## src/rtl/nes_pad_responder_if.sv

```systemverilog
// Pad-side bundle between the console connector and the responder.
// The console drives latch/pulse/buttons; the responder drives the serial line and status.
interface nes_pad_responder_if;
  logic       latch;
  logic       pulse;
  logic [7:0] buttons;
  logic       data_out;
  logic       frame_done;
  logic [1:0] state_dbg;

  modport master (
    output latch, pulse, buttons,
    input  data_out, frame_done, state_dbg
  );

  modport slave (
    input  latch, pulse, buttons,
    output data_out, frame_done, state_dbg
  );
endinterface

```

## src/rtl/nes_pad_responder.sv

```systemverilog
// NES controller emulation: captures the pad on the console latch strobe and shifts it
// out one bit per console pulse, active-low, after synchronizing both strobes into clk.
module nes_pad_responder (
  input  logic                 clk,
  input  logic                 rst,
  nes_pad_responder_if.slave   pad
);

  typedef enum logic [1:0] {
    IDLE  = 2'b00,
    LOAD  = 2'b01,
    SHIFT = 2'b10,
    DONE  = 2'b11
  } state_t;

  state_t     state, state_next;
  logic [7:0] sr, sr_next;
  logic [3:0] cnt, cnt_next;
  logic       data_out_q, data_out_next;
  logic       frame_done_q, frame_done_next;

  logic latch_s1, latch_s2, latch_h;
  logic pulse_s1, pulse_s2, pulse_h;
  logic latch_rise, latch_fall, pulse_rise;

  // Two-flop synchronizers plus a history flop for edge detection.
  always_ff @(posedge clk) begin
    // NOTE: sequential state uses non-blocking assignments so every flop samples
    // the pre-edge value of its neighbours; blocking here would collapse the chain.
    if (!rst) begin
      latch_s1 <= 1'b0;
      latch_s2 <= 1'b0;
      latch_h  <= 1'b0;
      pulse_s1 <= 1'b0;
      pulse_s2 <= 1'b0;
      pulse_h  <= 1'b0;
    end else begin
      latch_s1 <= pad.latch;
      latch_s2 <= latch_s1;
      latch_h  <= latch_s2;
      pulse_s1 <= pad.pulse;
      pulse_s2 <= pulse_s1;
      pulse_h  <= pulse_s2;
    end
  end

  assign latch_rise = latch_s2 & ~latch_h;
  assign latch_fall = ~latch_s2 & latch_h;
  assign pulse_rise = pulse_s2 & ~pulse_h;

  // State register, datapath and registered outputs.
  always_ff @(posedge clk) begin
    if (!rst) begin
      state        <= IDLE;
      sr           <= 8'h00;
      cnt          <= 4'd0;
      data_out_q   <= 1'b1;
      frame_done_q <= 1'b0;
    end else begin
      state        <= state_next;
      sr           <= sr_next;
      cnt          <= cnt_next;
      data_out_q   <= data_out_next;
      frame_done_q <= frame_done_next;
    end
  end

  // Next-state logic. Outside LOAD a high synchronized latch can only appear as its
  // rising edge (LOAD is held while latch stays high), so the edge covers "latch=1".
  always_comb begin
    // NOTE: every always_comb output gets a default first so no path infers a latch.
    state_next = state;
    sr_next    = sr;
    cnt_next   = cnt;
    if (latch_rise) begin
      state_next = LOAD;
      sr_next    = pad.buttons;
      cnt_next   = 4'd0;
    end else begin
      unique case (state)
        LOAD: begin
          if (latch_fall) state_next = SHIFT;
          else            sr_next    = pad.buttons;
        end
        SHIFT: begin
          if (pulse_rise) begin
            sr_next  = {1'b0, sr[7:1]};
            cnt_next = (cnt == 4'd8) ? cnt : cnt + 4'd1;
            if (cnt == 4'd7) state_next = DONE;
          end
        end
        IDLE, DONE: ;
        default: state_next = IDLE;
      endcase
    end
  end

  // Output logic: values registered alongside the state they belong to.
  always_comb begin
    frame_done_next = (state == SHIFT) && (state_next == DONE);
    unique case (state_next)
      IDLE:        data_out_next = 1'b1;
      DONE:        data_out_next = 1'b0;
      LOAD, SHIFT: data_out_next = ~sr_next[0];
      default:     data_out_next = 1'b1;
    endcase
  end

  assign pad.data_out   = data_out_q;
  assign pad.frame_done = frame_done_q;
  assign pad.state_dbg  = state;

endmodule

```

## src/flat_wrapper.sv

```systemverilog
// flat-port wrapper written by rule: the top's interface ports become plain ports
module nes_pad_responder_flat 
  (clk, rst, pad_latch, pad_pulse, pad_buttons, pad_data_out, pad_frame_done, pad_state_dbg);
  nes_pad_responder_if pad_i ();
  input  logic clk;
  input  logic rst;
  input wire logic [$bits(pad_i.latch)-1:0] pad_latch;
  input wire logic [$bits(pad_i.pulse)-1:0] pad_pulse;
  input wire logic [$bits(pad_i.buttons)-1:0] pad_buttons;
  output wire logic [$bits(pad_i.data_out)-1:0] pad_data_out;
  output wire logic [$bits(pad_i.frame_done)-1:0] pad_frame_done;
  output wire logic [$bits(pad_i.state_dbg)-1:0] pad_state_dbg;
  assign pad_i.latch = pad_latch;
  assign pad_i.pulse = pad_pulse;
  assign pad_i.buttons = pad_buttons;
  assign pad_data_out = pad_i.data_out;
  assign pad_frame_done = pad_i.frame_done;
  assign pad_state_dbg = pad_i.state_dbg;
  nes_pad_responder u_core (.clk(clk), .rst(rst), .pad(pad_i));
endmodule
```

## config.mk

```make
export PLATFORM = sky130hd
export DESIGN_NAME = nes_pad_responder_flat
export DESIGN_NICKNAME = d
export VERILOG_FILES = /design/src/rtl/nes_pad_responder_if.sv /design/src/rtl/nes_pad_responder.sv /design/src/flat_wrapper.sv
export SDC_FILE = /design/constraint.sdc
export NUM_CORES = 1
export LEC_CHECK = 0
export BUFFER_PORTS_ARGS = -buffer_cell sky130_fd_sc_hd__buf_2
export CAP_MARGIN = 20
export CORE_ASPECT_RATIO = 1.5
export CORE_UTILIZATION = 45
export CTS_CLUSTER_SIZE = 30
export DETAILED_ROUTE_END_ITERATION = 10
export GPL_TIMING_DRIVEN = 0
export PLACE_DENSITY = 0.65
export SKIP_CTS_REPAIR_TIMING = 1
export SLEW_MARGIN = 5
export SYNTH_ARGS = -nofsm -noshare
export SYNTH_HDL_FRONTEND = slang
export SYNTH_SLANG_ARGS = --single-unit
export TNS_END_PERCENT = 100
```

## constraint.sdc

```tcl
create_clock -name clk -period 2.5 [get_ports clk]
set_input_delay 0.125 -clock clk [delete_from_list [all_inputs] [get_ports clk]]
set_output_delay 0.125 -clock clk [all_outputs]
set_load 0.01 [all_outputs]
```

==> metrics.txt, run 1 <==
status finished clean; Post-Synth Adder-Cell Area 7.301%; Crit Path Max Fanout 10; DR WL/cell 13.55 microns; fmax 466.3 MHz; area of the mapped netlist 1131 sq um; simple-gate share of the synthesized area 20.46%; vias in the first global route 909; RSZ-0062 raised after global routing no; ranking of synthesized cells by area dfxtp_1 39%, ha_1 5.5%, and2_1 5.0%, a211oi_1 4.0%, a22oi_1 4.0%; Total Nets Final 155; routed wire length 2168 microns; Initial Utilization 48.92%; Syn Nets 135; # port buffers 15; htree depth 1; CP bufs+invs 2; Setup Skew 0.005105 ns; largest net degree at the start of global routing 13; CP required 2.76 ns; Arr. time, crit path 2.40 ns; Detailed Routing Iterations Pass 1 4; pwr dens 513.5 nW/um^2; post-DP HPWL 1619 microns; main combinational cell family by area after synthesis compound AO/OA/AOI/OAI gates; CP top delay family simple AND/OR/NAND/NOR gates; leading register cell type out of synthesis dfxtp_1; Net Sw Frac 24.54%; boundary pin count 16; post-synth top area share 38.94%; die area 2722 sq um; CTS Sinks 22; Cell Rows 21; clock-pin slew on the worst setup and hold paths 0.12 ns; DRT iter0 DRCs 25; Worst setup SP type flop; Gate power share 11.9%; XOR/XNOR Fraction of Synth Area 2.323%; Synth Area in Compound Gates 24.89%; total CTS buffers 3; core area 2312 sq um; GPL Wtd Cong 0.7920; Area after DPL 1235 sq um; Clock Power Share 30.8%; most frequent cells in the layout 22 x dfxtp_1, 17 x buf_2, 9 x and2_1; final instance area 1271 sq um; sequential share of the synthesized area 38.94%; fin. max-slew vios 0; P_leak 0.0005076 uW; Psw 160.2 uW; Internal 492.6 uW; die height 63.41 microns; CP Capture Type flop; Max-Cap Viols 0; Synth Area per Inst 9.585 sq um; first-pass GRT wire length 3850 microns; Max clock buf depth 2; commonest non-fill, non-tap cell in the layout dfxtp_1; Cells after Synth 118; most frequent CP cell ha_1; period utilisation layout 85.78%; CTS tree built; Fin. Hold Viols 0; post-route ant nets 0; YS warnings 0; number of synthesized flops with an enable pin 0; Setup violations, final 0; Die Wd 42.94 microns; mux cell area share after synthesis 0.8850%; Clock Latency Late Sink 0.32 ns; final setup TNS 0 ns; number of vias per cell 5.800; initial antenna violation count 0; Max VDD drop 0.2995 mV; max incr delay on CP 0.40 ns; critical setup path kind reg2reg; number of library cell types mapped by synthesis 42; critical path's slowest cell dfxtp_1; Ant. Diodes 0; area delta synth->final 12.39%; Final min period 2.144 ns; cell taking the most area after synthesis dfxtp_1; Seq pwr share 57.4%; layout cells sized above 1 20.44%; Yosys reg bits 22; path category of the worst min-delay check in2reg; vias after detailed routing 928; FFs w/ async S/R, synth 0%; GRT Util Overall 18.36%; worst path cell trace inv_1, ha_1, buf_6, nand4bb_1, nor3_1, o22ai_1, nand2_1, ha_1, o21ai_0, a31oi_1, o21ai_1; Slew Limit Headroom 69.13%; Worst-Margin Slew 0.4631 ns; CTS root buf clkbuf_4; # DRC 0; grt total ovfl 0
==> cell type report <==
cell class / instances / area (sq um)
Clock buffer: 4 / 36.28
Sequential cell: 22 / 440.4
Tap cell: 23 / 28.78
Multi-Input combinational cell: 84 / 631.9
Inverter: 7 / 26.28
Buffer: 5 / 32.53
Fill cell: 225 / 1041
Timing Repair Buffer: 15 / 75.07
==> power by group through the flow <==
stage | registers (uW) | clock network [uW] | logic, uW
2_1_floorplan | 380 | 0 | 56.2
3_3_place_gp | 382 | 0 | 75.9
3_5_place_dp | 382 | 0 | 77.5
4_1_cts | 375 | 207 | 78.4
5_1_grt | 377 | 219 | 86.7
6_report | 374 | 201 | 77.6
==> Yosys cell counts (2+ instances only) <==
| library cell | n |
|---|---|
| maj3_1 | 2 |
| nor2b_1 | 3 |
| a211oi_1 | 6 |
| nand2_1 | 4 |
| xor2_1 | 2 |
| buf_2 | 2 |
| a221oi_1 | 2 |
| inv_1 | 6 |
| nor3_1 | 2 |
| a31oi_1 | 2 |
| dfxtp_1 | 22 |
| a22oi_1 | 6 |
| nor2_1 | 6 |
| nand3b_1 | 2 |
| ha_1 | 5 |
| and2_1 | 9 |
| and3b_1 | 2 |
| o21ai_0 | 4 |
| a21oi_1 | 8 |
==> registers in the layout (all words and copies together), names as in the netlist <==
name and count:
u_core.sr 8, u_core.cnt 4, u_core.pad.state_dbg 2, u_core.latch_h 1, u_core.latch_s1 1, u_core.latch_s2 1
u_core.pad.data_out 1, u_core.pad.frame_done 1, u_core.pulse_h 1, u_core.pulse_s1 1, u_core.pulse_s2 1
==> metrics by stage <==
| step | cells | setup WS (ns) | hold slack [ns] | utilization [%] | total power [uW] |
|---|---|---|---|---|---|
| floorplan | 118 | 0.4805 | 0.2523 | - | 436.6 |
| global placement | 156 | 0.3430 | 0.3336 | 53.41 | 457.7 |
| detailed placement | 156 | 0.3317 | 0.3416 | 53.41 | 459.9 |
| CTS | 160 | 0.2980 | 0.004650 | 54.98 | 659.6 |
| global route | 160 | 0.1312 | 0.01061 | 54.98 | 682.0 |
| finish | 160 | 0.3556 | 0.01037 | 54.98 | 652.8 |
==> cell families (layout without fill, tap and decap cells) <==
group / count (synthesis) / count (layout)
AO/OA/AOI/OAI: 37 / 37
XOR/XNOR: 3 / 3
adder cells (fa/ha/maj): 7 / 7
buffers and inverters: 12 / 31
flip-flops: 22 / 22
multiplexers: 1 / 1
AND/OR/NAND/NOR: 36 / 36
==> metal layers <==
| metal | GRT usage, % | wire, microns |
|---|---|---|
| met1 | 21.00 | 942 |
| met2 | 32.20 | 1109 |
| met3 | 1.719 | 59 |
| met4 | 10.23 | 57 |
| met5 | 0 | 0 |
==> path summary, 6_finish.rpt <==
kind | slack, ns | endpoint | cells past startpoint | startpoint
worst min-delay path | 0.01 | u_core.pulse_s1 | 2 | pad_pulse
worst max register to register | 0.36 | u_core.pad.data_out | 11 | u_core.pad.state_dbg[0]
worst max-delay path | 0.36 | u_core.pad.data_out | 11 | u_core.pad.state_dbg[0]
worst min register to register | 0.46 | u_core.latch_s2 | 1 | u_core.latch_s1
==> worst register-to-register path: stages, from the launching register on <==
cell and delay [ns]:
dfxtp_1 0.40, inv_1 0.06, ha_1 0.30, buf_6 0.14
nand4bb_1 0.22, nor3_1 0.25, o22ai_1 0.13, nand2_1 0.08
ha_1 0.23, o21ai_0 0.08, a31oi_1 0.06, o21ai_1 0.14
Note: power is estimated with default switching activity, not from simulation.
==> run 2: changes to the inputs <==
--- a/config.mk
+++ b/config.mk
@@ -11,7 +11,6 @@
 export CORE_UTILIZATION = 45
 export CTS_CLUSTER_SIZE = 30
 export DETAILED_ROUTE_END_ITERATION = 10
-export GPL_TIMING_DRIVEN = 0
 export PLACE_DENSITY = 0.65
 export SKIP_CTS_REPAIR_TIMING = 1
 export SLEW_MARGIN = 5
==> constraint.sdc (replaced) <==
create_clock -name clk -period 2.55 [get_ports clk]
set_input_delay 0.1275 -clock clk [delete_from_list [all_inputs] [get_ports clk]]
set_output_delay 0.1275 -clock clk [all_outputs]
set_load 0.01 [all_outputs]
==> run 2 against run 1 <==
  * Global-route usage decreased by 0.98 points
  * Clock power decreased by 2%
  * Clock skew decreased by 0.0031 ns
  * Critical path type unchanged
  * Worst hold slack got worse by 0.00055 ns
  * Largest power group unchanged
  * Final cell count decreased by 3.1%
  * Cell area decreased by 2.6%
  * Worst setup slack improved by 0.11 ns
==> metrics.txt, run 2 (synthesized netlist as in run 1, its figures left out) <==
Worst R2R Start u_core.pad.state_dbg[0] (unchanged); fmax 479.8 MHz (was 466.3 MHz); Internal 479.3 uW (was 492.6 uW); CP Capture Type flop (unchanged); Net Sw Frac 24.53% (was 24.54%); status finished clean (unchanged); Gate power share 11.0% (was 11.9%); # port buffers 15 (unchanged); Slew Limit Headroom 69.22% (was 69.13%); pwr dens 512.7 nW/um^2 (was 513.5 nW/um^2); total CTS buffers 3 (unchanged); post-route ant nets 0 (unchanged); Die Wd 42.94 microns (unchanged); Tot Pwr 635.0 uW (was 652.8 uW); CTS root buf clkbuf_4 (unchanged); Ant. Diodes 0 (unchanged); Max-Cap Viols 0 (unchanged); htree depth 1 (unchanged); vias after detailed routing 913 (was 928); worst flop-to-flop path endpoint u_core.pad.data_out (unchanged); DR WL/cell 14.21 microns (was 13.55 microns); post-DP HPWL 1635 microns (was 1619 microns); WHS Path Cells 2 (unchanged); routed wire length 2203 microns (was 2168 microns); Final min period 2.084 ns (was 2.144 ns); DRT iter0 DRCs 34 (was 25); core area 2312 sq um (unchanged); commonest non-fill, non-tap cell in the layout dfxtp_1 (unchanged); GRT Util Overall 17.38% (was 18.36%); Setup violations, final 0 (unchanged); Seq pwr share 58.0% (was 57.4%); Detailed Routing Iterations Pass 1 4 (unchanged); Psw 155.8 uW (was 160.2 uW); Max clock buf depth 2 (unchanged); Worst setup SP type flop (unchanged); RSZ-0062 raised after global routing no (unchanged); Initial Utilization 48.92% (unchanged); FF-to-FF path depth 10 (was 11); vias in the first global route 896 (was 909); first-pass GRT wire length 3774 microns (was 3850 microns); P_leak 0.0004843 uW (was 0.0005076 uW); Post-Route M1 WL 968 microns (was 942 microns); met2 wire length 1092 microns (was 1109 microns); fin. max-slew vios 0 (unchanged); Top reg by flops u_core.sr (unchanged); worst reg-to-reg setup slack 0.47 ns (was 0.36 ns); Clock Power Share 31.0% (was 30.8%); Crit Path Max Fanout 10 (unchanged); initial antenna violation count 0 (unchanged); Arr. time, crit path 2.30 ns (was 2.40 ns); Cell Rows 21 (unchanged); Worst-Margin Slew 0.4616 ns (was 0.4631 ns); grt total ovfl 0 (unchanged); area delta synth->final 9.513% (was 12.39%); Total Nets Final 150 (was 155); final setup TNS 0 ns (unchanged); die area 2722 sq um (unchanged); most frequent cells in the layout 22 x dfxtp_1, 15 x buf_2, 9 x and2_1 (was 22 x dfxtp_1, 17 x buf_2, 9 x and2_1); clock-pin slew on the worst setup and hold paths 0.12 ns (about the same); die height 63.41 microns (unchanged); Max VDD drop 0.3322 mV (was 0.2995 mV); path category of the worst min-delay check in2reg (unchanged); WHS Endpoint u_core.pulse_s1 (unchanged); number of vias per cell 5.890 (was 5.800); Met3 Wirelength 77 microns (was 59 microns); critical setup path kind reg2reg (unchanged); period utilisation layout 81.73% (was 85.78%); boundary pin count 16 (unchanged); GPL Wtd Cong 0.8283 (was 0.7920); CP required 2.77 ns (was 2.76 ns); Clock Latency Late Sink 0.31 ns (was 0.32 ns); Fin. Hold Viols 0 (unchanged); # DRC 0 (unchanged); layout cells sized above 1 18.18% (was 20.44%); max reg flops 8 (unchanged); largest net degree at the start of global routing 13 (unchanged); Setup Skew 0.002035 ns (was 0.005105 ns); startpoint of the worst hold path pad_pulse (unchanged); max layer used met4 (unchanged); CTS Sinks 22 (unchanged); CTS tree built (unchanged)
==> run 2: power groups by stage <==
stage,clock network [uW],logic [uW],registers [uW]
after floorplan,0,55.1,373
after CTS,199,70.7,368
after detailed placement,0,70.2,376
after global placement,0,69.0,376
after global routing,215,78.6,370
final,197,70.1,368
==> run 2: cell type report <==
| cell class | instances | area, sq um |
|---|---|---|
| multi-input combinational | 84 | 631.9 |
| clock buffer | 4 | 36.28 |
| tap | 23 | 28.78 |
| inverter | 7 | 26.28 |
| timing repair buffer | 15 | 75.07 |
| sequential | 22 | 440.4 |
| fill | 217 | 1074 |
==> run 2: worst max path at each step <==
| stage | start | end | slack, ns | cells past startpoint |
|---|---|---|---|---|
| final | u_core.pad.state_dbg[0] | u_core.pad.data_out | 0.47 | 10 |
| after CTS | u_core.pad.state_dbg[0] | u_core.pad.data_out | 0.47 | 10 |
| after floorplan | u_core.pad.state_dbg[0] | u_core.pad.data_out | 0.53 | 10 |
| after global placement | u_core.pad.state_dbg[0] | u_core.pad.data_out | 0.54 | 9 |
| after global routing | u_core.pad.state_dbg[0] | u_core.pad.data_out | 0.27 | 10 |
| after detailed placement | u_core.pad.state_dbg[0] | u_core.pad.data_out | 0.50 | 10 |
==> run 2: routing by layer <==
metal	track usage [%]	up-vias
met5	0	-
li1	-	455
met2	29.73	23
met4	7.955	0
met3	2.292	9
met1	20.96	426
==> run 2: stage by stage <==
step	util, %	cell area, sq um	hold slack [ns]	setup slack, ns	std cells
2_1_floorplan	-	1131	0.2548	0.5305	118
3_3_place_gp	52.00	1202	0.3367	0.5434	151
3_5_place_dp	52.00	1202	0.3384	0.5015	151
4_1_cts	53.57	1239	0.007163	0.4651	155
5_1_grt	53.57	1239	0.003303	0.2690	155
6_report	53.57	1239	0.009816	0.4660	155
==> run 2: worst max-delay path: stages, from the launching register on <==
cell       delay, ns
dfxtp_1         0.39
inv_1           0.06
ha_1            0.42
nand4bb_1       0.20
nor3_1          0.07
o22ai_1         0.19
nand2_1         0.08
ha_1            0.29
o21ai_0         0.08
a31oi_1         0.14
o21ai_1         0.08
